--- config.mk ---
export PLATFORM = sky130hd
export DESIGN_NAME = divisor_secuencial_flat
export DESIGN_NICKNAME = d
export VERILOG_FILES = /design/src/rtl/divisor_secuencial_if.sv /design/src/rtl/divisor_secuencial.sv /design/src/flat_wrapper.sv
export SDC_FILE = /design/constraint.sdc
export NUM_CORES = 1
export LEC_CHECK = 0
export BUFFER_PORTS_ARGS = -buffer_cell sky130_fd_sc_hd__buf_2
export CORE_MARGIN = 3
export CORE_UTILIZATION = 40
export CTS_CLUSTER_DIAMETER = 150
export DETAILED_ROUTE_END_ITERATION = 7
export PLACE_DENSITY = 0.68
export SKIP_CTS_REPAIR_TIMING = 1
export SYNTH_ARGS = -nofsm -noshare
export SYNTH_HDL_FRONTEND = slang
export SYNTH_SLANG_ARGS = --single-unit
--- constraint.sdc ---
create_clock -name clk -period 2.8 [get_ports clk]
set_input_delay 0.84 -clock clk [delete_from_list [all_inputs] [get_ports clk]]
set_output_delay 0.84 -clock clk [all_outputs]
set_load 0.01 [all_outputs]
--- src/rtl/divisor_secuencial_if.sv ---
// ----------------------------------------------------------------------------
// divisor_secuencial_if
// Handshake and data bundle between the ALU and the sequential divider.
//   start  : request a division (driven by the ALU)
//   A, B   : dividend / divisor, sampled with start (driven by the ALU)
//   Q, Rm  : quotient / remainder of the last result (driven by the divider)
//   busy   : division in progress
//   done   : one-cycle pulse, Q/Rm/dz valid
//   dz     : divide-by-zero flag for the last result
// Modports: master = ALU side, slave = divider side.
// ----------------------------------------------------------------------------
interface divisor_secuencial_if #(
    parameter int WIDTH = 4
);
    logic             start;
    logic [WIDTH-1:0] A;
    logic [WIDTH-1:0] B;
    logic [WIDTH-1:0] Q;
    logic [WIDTH-1:0] Rm;
    logic             busy;
    logic             done;
    logic             dz;

    modport master (
        output start, A, B,
        input  Q, Rm, busy, done, dz
    );

    modport slave (
        input  start, A, B,
        output Q, Rm, busy, done, dz
    );
endinterface

--- src/rtl/divisor_secuencial.sv ---
// ----------------------------------------------------------------------------
// divisor_secuencial
// Multi-cycle unsigned restoring divider. One trial subtraction per clock,
// MSB first. A subtract that borrows restores the partial remainder; one
// that does not keeps the difference and shifts a 1 into the quotient.
//
// Ports:
//   clk   : system clock, rising edge
//   rst_n : asynchronous active-low reset
//   bus   : divisor_secuencial_if.slave (start, A, B, Q, Rm, busy, done, dz)
//
// Parameters:
//   WIDTH : operand/quotient/remainder width in bits (>= 2)
//
// Build option:
//   DIV_EARLY_EXIT_EN : when defined, a start with A < B (B != 0) completes in
//                       one cycle (Q=0, Rm=A) without entering CALC.
// ----------------------------------------------------------------------------
module divisor_secuencial #(
    parameter int WIDTH = 4
) (
    input  logic                  clk,
    input  logic                  rst_n,
    divisor_secuencial_if.slave   bus
);
    localparam int CW = $clog2(WIDTH + 1);

    typedef enum logic [1:0] {
        IDLE,
        CALC,
        DONE
    } state_t;

    state_t           state;
    logic [WIDTH-1:0] dividend;   // shifts left, MSB feeds the trial value
    logic [WIDTH-1:0] divisor;
    logic [WIDTH-1:0] quot;       // quotient bits enter at the LSB
    // Partial remainder. After every step P < divisor, so its WIDTH+1-th bit
    // is always zero and only the low WIDTH bits need storing.
    logic [WIDTH-1:0] part;
    logic [CW-1:0]    count;

    logic [WIDTH:0]   trial;
    logic [WIDTH:0]   diff;
    logic             q_bit;
    logic [WIDTH-1:0] p_next;

    // WIDTH+1-bit subtractor stage; diff[WIDTH] is the borrow.
    // NOTE: every combinational output gets a value on every path, so no
    // latch can be inferred.
    always_comb begin
        trial  = {part, dividend[WIDTH-1]};
        diff   = trial - {1'b0, divisor};
        q_bit  = ~diff[WIDTH];
        p_next = diff[WIDTH] ? trial[WIDTH-1:0] : diff[WIDTH-1:0];
    end

    // NOTE: sequential state uses non-blocking assignments so that every
    // register samples the pre-edge values of the others.
    always_ff @(posedge clk or negedge rst_n) begin
        if (!rst_n) begin
            state    <= IDLE;
            dividend <= '0;
            divisor  <= '0;
            quot     <= '0;
            part     <= '0;
            count    <= '0;
            bus.Q    <= '0;
            bus.Rm   <= '0;
            bus.busy <= 1'b0;
            bus.done <= 1'b0;
            bus.dz   <= 1'b0;
        end else begin
            bus.done <= 1'b0;
            case (state)
                // DONE accepts a new start exactly like IDLE (back-to-back).
                IDLE, DONE: begin
                    if (bus.start) begin
                        if (bus.B == '0) begin
                            state    <= DONE;
                            bus.Q    <= '1;
                            bus.Rm   <= bus.A;
                            bus.dz   <= 1'b1;
                            bus.done <= 1'b1;
                        end
`ifdef DIV_EARLY_EXIT_EN
                        else if (bus.A < bus.B) begin
                            state    <= DONE;
                            bus.Q    <= '0;
                            bus.Rm   <= bus.A;
                            bus.dz   <= 1'b0;
                            bus.done <= 1'b1;
                        end
`endif
                        else begin
                            state    <= CALC;
                            dividend <= bus.A;
                            divisor  <= bus.B;
                            part     <= '0;
                            quot     <= '0;
                            count    <= CW'(WIDTH);
                            bus.dz   <= 1'b0;
                            bus.busy <= 1'b1;
                        end
                    end else begin
                        state <= IDLE;
                    end
                end

                // start/A/B are not looked at here, so requests during CALC
                // are ignored.
                CALC: begin
                    part     <= p_next;
                    quot     <= {quot[WIDTH-2:0], q_bit};
                    dividend <= dividend << 1;
                    count    <= count - 1'b1;
                    if (count == CW'(1)) begin
                        state    <= DONE;
                        bus.busy <= 1'b0;
                        bus.done <= 1'b1;
                        bus.Q    <= {quot[WIDTH-2:0], q_bit};
                        bus.Rm   <= p_next;
                    end
                end

                default: state <= IDLE;
            endcase
        end
    end
endmodule

--- src/flat_wrapper.sv ---
// flat-port wrapper written by rule: the top's interface ports become plain ports
module divisor_secuencial_flat 
#(
    parameter int WIDTH = 4
)
  (clk, rst_n, bus_start, bus_A, bus_B, bus_Q, bus_Rm, bus_busy, bus_done, bus_dz);
  divisor_secuencial_if #(.WIDTH(WIDTH)) bus_i ();
  input  logic clk;
  input  logic rst_n;
  input wire logic [$bits(bus_i.start)-1:0] bus_start;
  input wire logic [$bits(bus_i.A)-1:0] bus_A;
  input wire logic [$bits(bus_i.B)-1:0] bus_B;
  output wire logic [$bits(bus_i.Q)-1:0] bus_Q;
  output wire logic [$bits(bus_i.Rm)-1:0] bus_Rm;
  output wire logic [$bits(bus_i.busy)-1:0] bus_busy;
  output wire logic [$bits(bus_i.done)-1:0] bus_done;
  output wire logic [$bits(bus_i.dz)-1:0] bus_dz;
  assign bus_i.start = bus_start;
  assign bus_i.A = bus_A;
  assign bus_i.B = bus_B;
  assign bus_Q = bus_i.Q;
  assign bus_Rm = bus_i.Rm;
  assign bus_busy = bus_i.busy;
  assign bus_done = bus_i.done;
  assign bus_dz = bus_i.dz;
  divisor_secuencial #(.WIDTH(WIDTH)) u_core (.clk(clk), .rst_n(rst_n), .bus(bus_i));
endmodule
==> impl_metrics.ini, run 1 <==
[global_routing]
antenna_found_initial = 0
grt_overflow_total = 0
grt_max_degree = 32
grt_pass1_wl_um = 5810
grt_util_all_layers_pct = 15.0
grt_pass1_vias = 1258

[timing]
max_slew_margin_pct = 44.5
period_minus_slack_ns = 2.24
fin_worst_skew_ns = 0.00565
worstMarginPinSlew_ns = 0.833
timing.final.crit_share_pct = 80.0
setup_viol = 0
slew_viol_final = 0
hold_viol_final = 0
rsz0062_at_grt = false
tns_ns = 0
holdWs_ns = 0.487
max_freq_mhz = 446

[synth]
synth_ff_type = dfrtp_1
synth_warnings = 0
synth_edf_count = 0
synth_top_area_share_pct = 48.4
synth.most_common_cell = dfrtp_1
synth.distinct_cells = 36
syn_area_per_cell_um2 = 9.77
seq_area_frac_synth_pct = 48.4
syn_inst = 164
synth_seq_cells = 31
yosysTopAreaCell = dfrtp_1
synth_nets = 182
synthArstFlopShare_pct = 100
synth_common_cells = dfrtp_1 (31), nand2_1 (24), nor2_1 (20), a21oi_1 (11), o21ai_0 (8)
syn_area_um2 = 1600
yosys-top-cells-area = dfrtp_1 (48%), nand2_1 (5.6%), ha_1 (4.7%)

[place]
io_buffers = 21
dpl.hpwl_um = 2380
place_inst = 226
gp_congestion = 0.789

[critical_path]
r2r_cells = 8
reg2reg_to = u_core.part[3]
reg2reg_slack_ns = 0.56
arrival_ns = 2.44
required_ns = 3.00
r2r_start = u_core.dividend[3]
end_kind = flop
slowest_stage = fa_1
crit_path_start_kind = flop
worstPathMaxFanout = 4
max_stage_delay_ns = 0.40
crit_end = u_core.part[3]
path_class = reg -> reg
crit_path_start = u_core.dividend[3]
crit_path_frequent_cell = nand2b_1
crit_path_cell_trace = inv_1, ha_1, fa_1, nand2b_1, a21oi_1, xnor2_1, nand2b_1, a31oi_1

[routing]
routed_via_density = 5.18
postRouteAntennaNets = 0
drtIter0Drc = 53
drc_errors = 0
wire_per_inst_um = 14.0
num_vias = 1211
drt_first_pass_iters = 4
wirelength_um = 3280

[floorplan]
die_w_um = 69.3
io_pins = 22
core_um2 = 3770
die_y_um = 69.3
rows = 22
die_area_um2 = 4800
initial_core_util_pct = 42.5

[run]
drv_cap = 0

[layout]
final_cells = 234
layout.nets = 203
num_antenna_cells = 0
n_fill_cell = 363
area_growth_pct = 13.4
drive_gt1_share_pct = 21.5

[clocking]
cts-root-buf = clkbuf_8
numCtsBuffers = 5
cts.clk_slew.worst_paths_ns = 0.07
clock_sinks = 31
insertion_delay_ns = 0.28
cts_buffer_depth = 2
h-tree-depth = 2
cts_tree = done

[power]
ir_worst_vdd_v = 0.000384
p_leak_nw = 0.825
pwr_density_cell_nw_per_um2 = 1310

[run_status]
status = completed

[worst_hold_path]
hold_path.class = reg -> reg
==> worst min-delay path by stage <==
stage | startpoint | end | slack (ns) | cells after the start
global placement | u_core.dividend[0] | u_core.dividend[1] | 0.48 | 2
floorplan | u_core.dividend[0] | u_core.dividend[1] | 0.45 | 2
global route | u_core.bus.dz | u_core.bus.dz | 0.54 | 2
detailed placement | u_core.dividend[0] | u_core.dividend[1] | 0.48 | 2
finish | u_core.dividend[0] | u_core.dividend[1] | 0.49 | 2
CTS | u_core.dividend[0] | u_core.dividend[1] | 0.49 | 2
==> metal layers <==
metal	wire, µm	GRT usage [%]	share of wire (%)	vias to the layer above
met4	60	6.94	1.8	0
met3	114	4.20	3.5	9
met1	1540	18.6	47	578
met2	1570	24.3	48	17
met5	0	0	0	-
li1	-	-	-	607
==> worst max-delay path: cells and delay by family (launching register included) <==
family,cells,cell delay (ns)
adders and majority gates,2,0.61
AOI/OAI and AO/OA,2,0.51
DFF,1,0.38
and+or+nand+nor,2,0.38
xor gates and xnor gates,1,0.21
buffers and inverters,1,0.07
==> sequential cells by signal, indices dropped and copies added (netlist names), 2 cells and up <==
| register | count |
|---|---|
| u_core.bus.Rm | 4 |
| u_core.count | 3 |
| u_core.state | 2 |
| u_core.bus.Q | 4 |
| u_core.dividend | 4 |
| u_core.divisor | 4 |
| u_core.part | 4 |
| u_core.quot | 3 |
==> power breakdown <==
part	leakage [nW]	switching, mW	internal (mW)	total [mW]
Sequential	0.372	0.140	0.650	0.790
Clock	0.0515	0.162	0.224	0.386
Combinational	0.401	0.714	0.488	1.20
==> metrics by stage <==
stage               total power [mW]  cell area, µm²  util [%]  setup slack (ns)
finish                          2.38            1820      48.2             0.559
global route                    2.61            1820      48.2             0.384
CTS                             2.40            1820      48.2             0.547
detailed placement              2.01            1720      45.6             0.496
global placement                1.97            1720      45.6             0.540
floorplan                       1.71            1600         -             0.710
==> final cells by class <==
type	instances	area [µm²]	share of cell area (%)
Clock buffer	8	100	5.51
Inverter	7	26.3	1.45
Multi-Input combinational cell	118	743	40.9
Sequential cell	31	776	42.7
Tap cell	48	60.1	3.30
Timing Repair Buffer	22	113	6.19
==> kinds of logic after synthesis <==
group	Yosys count	share of synthesized area (%)
AOI/OAI and AO/OA	39	16.3
xor gates and xnor gates	3	1.64
adders and majority gates	7	5.93
buffers and inverters	15	5.23
DFF	31	48.4
muxes	4	2.58
and+or+nand+nor	65	19.9
==> placed cells by master, fill, tap and decap left out, types with 2 or more instances in the layout <==
cell type / count
a21oi_1: 11
a31oi_1: 3
a41oi_1: 4
buf_2: 21
clkbuf_8: 7
dfrtp_1: 31
ha_1: 6
inv_1: 7
mux2i_1: 3
nand2_1: 24
nand2b_1: 4
nand3_1: 4
nand3b_1: 2
nor2_1: 20
nor2b_1: 3
nor4_1: 2
o211ai_1: 2
o21ai_0: 8
o21ai_2: 4
o22ai_1: 3
xnor2_1: 2
Note: power is estimated with default switching activity, not from simulation.
==> run 2, diff against run 1 <==
- PLACE_DENSITY: 0.68 -> 0.7
- clock period: 2.8 -> 1.8 ns (I/O delays scaled with it)
==> run 2 against run 1 <==
The run now ends with negative setup slack left. Via count rose by 7.5%. Count of clock-buffer cells in the layout fell by 1. First-iteration DRC count fell by 42%. Sequential share of layout area fell by 5.8 points. Clock skew rose by 0.0017 ns. Critical path depth fell by 1. Non-clock buffer count rose by 21. Total power rose by 87%. Cell count rose by 9.0%. Critical path type unchanged. Critical endpoint is now u_core.bus.Rm[3]. Largest power group unchanged.
==> impl_metrics.ini, run 2 (synthesized netlist as in run 1, its figures left out) <==
[global_routing]
antenna_found_initial = 0
grt_overflow_total = 0
grt_max_degree = 32
grt_util_all_layers_pct = 16.0
grt_pass1_vias = 1281
grt_pass1_wl_um = 6060

[power]
power_frac_comb_pct = 60.3
pwr-share-clk_pct = 11.8
ir_worst_vdd_v = 0.000830
p_sw_mw = 1.87
swShare_pct = 42.1
p_leak_nw = 0.952
cell_internal_pwr_mw = 2.58
pwr_density_cell_nw_per_um2 = 2110
seqPwrFrac_pct = 28.0

[critical_path]
slowest_stage = dfrtp_1
cp_top_family = adder cells
end_kind = flop
crit_path_start_kind = flop
reg2reg_slack_ns = -0.07
crit_end = u_core.bus.Rm[3]
crit_path_cell_trace = ha_4, fa_2, nand2b_4, a21oi_4, xnor2_2, nand2b_4, a31oi_1
crit_path_frequent_cell = nand2b_4
required_ns = 1.95
reg2reg_to = u_core.bus.Rm[3]
worstPathMaxFanout = 4
crit_cells = 7
arrival_ns = 2.02
crit_path_start = u_core.divisor[0]
max_stage_delay_ns = 0.42
path_class = reg -> reg
r2r_cells = 7
r2r_start = u_core.divisor[0]
worst-path-buf-inv = 0

[routing]
wirelength_um = 3470
drtIter0Drc = 31
postRouteAntennaNets = 0
routed_via_density = 5.11
drc_errors = 0
wire_per_inst_um = 13.6
drt_first_pass_iters = 4
num_vias = 1302

[timing]
max_freq_mhz = 534
period_minus_slack_ns = 1.87
setup_viol = 8
setup_slack_ns = -0.0729
timing.final.crit_share_pct = 104
max_slew_margin_pct = 62.6
rsz0062_at_grt = true
slew_viol_final = 0
fin_worst_skew_ns = 0.00736
hold_viol_final = 0
worstMarginPinSlew_ns = 0.561

[place]
post-place-ws_ns = -0.129
place_inst = 245
io_buffers = 21
dpl.hpwl_um = 2500
placed_area_um2 = 1930
gp_congestion = 0.890

[clocking]
cts_tree = done
cts.clk_slew.worst_paths_ns = 0.07
clock_sinks = 31
cts-root-buf = clkbuf_8
insertion_delay_ns = 0.29
h-tree-depth = 2
cts_buffer_depth = 2
numCtsBuffers = 5

[layout]
final_cells = 255
n_fill_cell = 334
num_antenna_cells = 0
final_cell_mix = dfrtp_1 (31), nand2_1 (24), buf_2 (21)
final_util_pct = 55.7
area_growth_pct = 31.1
drive_gt1_share_pct = 35.7
final_common_cell = dfrtp_1
final_area_um2 = 2100
layout.nets = 224

[run]
drv_cap = 0

[floorplan]
die_y_um = 69.3
core_um2 = 3770
initial_core_util_pct = 42.5
io_pins = 22
die_area_um2 = 4800
rows = 22
die_w_um = 69.3

[run_status]
violations = negative setup slack
status = complete, but fails checks

[worst_hold_path]
hold_path.class = in -> async
run 2: cell types whose count changed in the layout (fill, tap and decap cells not counted), moves of 2 or more:
cell      previous run  this run
nor4_1               2         0
buf_12               0         3
clkbuf_8             7         5
nand2b_4             0         2
nand2b_1             4         2
a41oi_1              4         1
a41oi_2              0         3
buf_4                1        18
a21oi_1             11         9
run 2: per-layer routing:
layer,vias to the layer above,part of all wire (%),GRT usage (%)
li1,649,-,-
met3,6,3.3,4.20
met4,0,1.9,6.51
met5,-,0,0
met1,629,45,20.9
met2,18,50,25.0
run 2: final cells by class:
cell class | count | area [µm²] | area share, %
multi-input cells | 118 | 847 | 40.3
flip-flops and latches | 31 | 776 | 36.9
repair buffers | 43 | 312 | 14.8
clock buffers | 7 | 76.3 | 3.63
well taps | 48 | 60.1 | 2.86
inverters | 7 | 26.3 | 1.25
clock inverters | 1 | 5.00 | 0.238
run 2: worst min-delay path by stage:
stage / to / slack (ns) / cells past startpoint / startpoint
floorplan: u_core.bus.Q[0] / 0.24 / 0 / rst_n
global placement: u_core.dividend[1] / 0.46 / 2 / u_core.dividend[0]
global route: u_core.dividend[3] / 0.30 / 2 / rst_n
finish: u_core.dividend[3] / 0.26 / 2 / rst_n
detailed placement: u_core.bus.dz / 0.48 / 2 / u_core.bus.dz
CTS: u_core.dividend[3] / 0.27 / 2 / rst_n
run 2: worst register-to-register path, stage by stage (launching register included):
cell,delay (ns)
dfrtp_1,0.42
ha_4,0.18
fa_2,0.35
nand2b_4,0.17
a21oi_4,0.21
xnor2_2,0.17
nand2b_4,0.17
a31oi_1,0.07
run 2: stage by stage:
stage	total power [mW]	hold slack (ns)	TNS (ns)
after floorplan	2.87	0.244	0
after global placement	3.56	0.462	-0.755
after detailed placement	3.59	0.476	-1.20
after CTS	4.14	0.269	-0.710
after global routing	4.84	0.296	-1.16
final	4.45	0.262	-0.351
run 2: power groups by stage:
stage / sequential [mW] / clock [mW] / combinational (mW)
floorplan: 1.22 / 0 / 1.64
detailed placement: 1.23 / 0 / 2.36
finish: 1.24 / 0.523 / 2.68
CTS: 1.22 / 0.541 / 2.38
global placement: 1.22 / 0 / 2.33
global route: 1.29 / 0.575 / 2.97
==> run 3, diff against run 2 <==
- PLACE_DENSITY: 0.7 -> 0.68
- clock period: 1.8 -> 2.4 ns (I/O delays scaled with it)
==> run 3 against run 2 <==
The run now ends clean. Non-clock buffer count decreased by 20. Sequential share of layout area increased by 6.0 points. Global-route usage decreased by 1.4 points. First-iteration DRC count increased to 2.6 times the previous value. Combinational power decreased by 48%. Clock power decreased by 26%. Clock skew decreased by 0.0017 ns. Via count decreased by 7.1%. Highest routed layer unchanged.
==> impl_metrics.ini, run 3 (synthesized netlist as in run 1, its figures left out) <==
[critical_path]
crit_path_start_kind = flop
arrival_ns = 2.31
worstPathMaxFanout = 4
reg2reg_slack_ns = 0.24
crit_path_start = u_core.dividend[3]
end_kind = flop
path_class = reg -> reg
r2r_start = u_core.dividend[3]
r2r_cells = 8
required_ns = 2.55

[clocking]
clock_sinks = 31
h-tree-depth = 2
cts_buffer_depth = 2
insertion_delay_ns = 0.28
cts.clk_slew.worst_paths_ns = 0.06
cts-root-buf = clkbuf_8
numCtsBuffers = 5
cts_tree = done

[routing]
num_vias = 1209
routed_via_density = 5.14
drc_errors = 0
drtIter0Drc = 82
drt_first_pass_iters = 4
wirelength_um = 3150
wire_per_inst_um = 13.4
postRouteAntennaNets = 0

[layout]
n_fill_cell = 366
num_antenna_cells = 0
area_growth_pct = 12.7
final_util_pct = 47.9
drive_gt1_share_pct = 21.4
final_area_um2 = 1810
final_cell_mix = dfrtp_1 (31), nand2_1 (24), buf_2 (21)
layout.nets = 204
final_common_cell = dfrtp_1
final_cells = 235

[place]
placed_area_um2 = 1730
gp_congestion = 0.816
dpl.hpwl_um = 2290
io_buffers = 21
place_inst = 227

[global_routing]
grt_max_degree = 32
grt_pass1_vias = 1209
grt_pass1_wl_um = 5660
grt_util_all_layers_pct = 14.6
antenna_found_initial = 0
grt_overflow_total = 0

[timing]
hold_viol_final = 0
fin_worst_skew_ns = 0.00565
timing.final.crit_share_pct = 90.0
slew_viol_final = 0
worstMarginPinSlew_ns = 0.671
max_freq_mhz = 463
rsz0062_at_grt = false
max_slew_margin_pct = 55.2
period_minus_slack_ns = 2.16
tns_ns = 0
setup_viol = 0

[power]
cell_internal_pwr_mw = 1.54
power_frac_comb_pct = 51.7
pwr_density_cell_nw_per_um2 = 1500
ir_worst_vdd_v = 0.000481
power.total_mw = 2.70
p_sw_mw = 1.16
swShare_pct = 43.0
seqPwrFrac_pct = 34.0
pwr-share-clk_pct = 14.3
p_leak_nw = 0.820

[floorplan]
die_area_um2 = 4800
die_w_um = 69.3
die_y_um = 69.3
core_um2 = 3770
rows = 22
io_pins = 22
initial_core_util_pct = 42.5

[run_status]
status = completed

[run]
drv_cap = 0

[worst_hold_path]
hold_path.class = in -> async
==> run 3: final cells by class <==
cell class | instances | area [µm²] | share of cell area (%)
Clock buffer | 7 | 76.3 | 4.22
Clock inverter | 1 | 5.00 | 0.277
Inverter | 7 | 26.3 | 1.45
Multi-Input combinational cell | 118 | 743 | 41.1
Sequential cell | 31 | 776 | 42.9
Tap cell | 48 | 60.1 | 3.32
Timing Repair Buffer | 23 | 120 | 6.65
==> run 3: worst paths after layout <==
check | to
max reg2reg | u_core.bus.Rm[3]
min in group clk | u_core.dividend[1]
min | u_core.part[1]
min reg2reg | u_core.dividend[1]
max | u_core.bus.Rm[3]
max in group asynchronous | u_core.quot[0]
==> run 3: metrics by stage <==
| stage | setup WS (ns) | hold slack [ns] |
|---|---|---|
| 2_1_floorplan | 0.430 | 0.424 |
| 4_1_cts | 0.259 | 0.496 |
| 5_1_grt | 0.0807 | 0.534 |
| 3_5_place_dp | 0.210 | 0.482 |
| 6_report | 0.241 | 0.474 |
| 3_3_place_gp | 0.251 | 0.458 |
==> run 3: layer usage <==
layer  part of all wire (%)  wire (µm)  GRT usage [%]  vias to the layer above
met3                    3.2        100           5.07                        6
met2                     49       1530           23.1                       20
met4                    1.3         41           4.12                        0
met5                      0          0              0                        -
li1                       -          -              -                      610
met1                     47       1470           18.8                      573
==> run 3: power groups by stage <==
stage | clock network, mW | registers, mW | logic [mW]
5_1_grt | 0.427 | 0.955 | 1.59
3_3_place_gp | 0 | 0.924 | 1.38
2_1_floorplan | 0 | 0.914 | 1.08
4_1_cts | 0.399 | 0.919 | 1.41
3_5_place_dp | 0 | 0.927 | 1.40
6_report | 0.386 | 0.919 | 1.40
==> run 3: worst max-delay path, cell delays in order, from the launching register on <==
cell	delay, ns
dfrtp_1	0.37
inv_1	0.06
ha_1	0.20
fa_1	0.40
nand2b_1	0.18
a21oi_1	0.32
xnor2_1	0.25
nand2b_1	0.18
a31oi_1	0.08
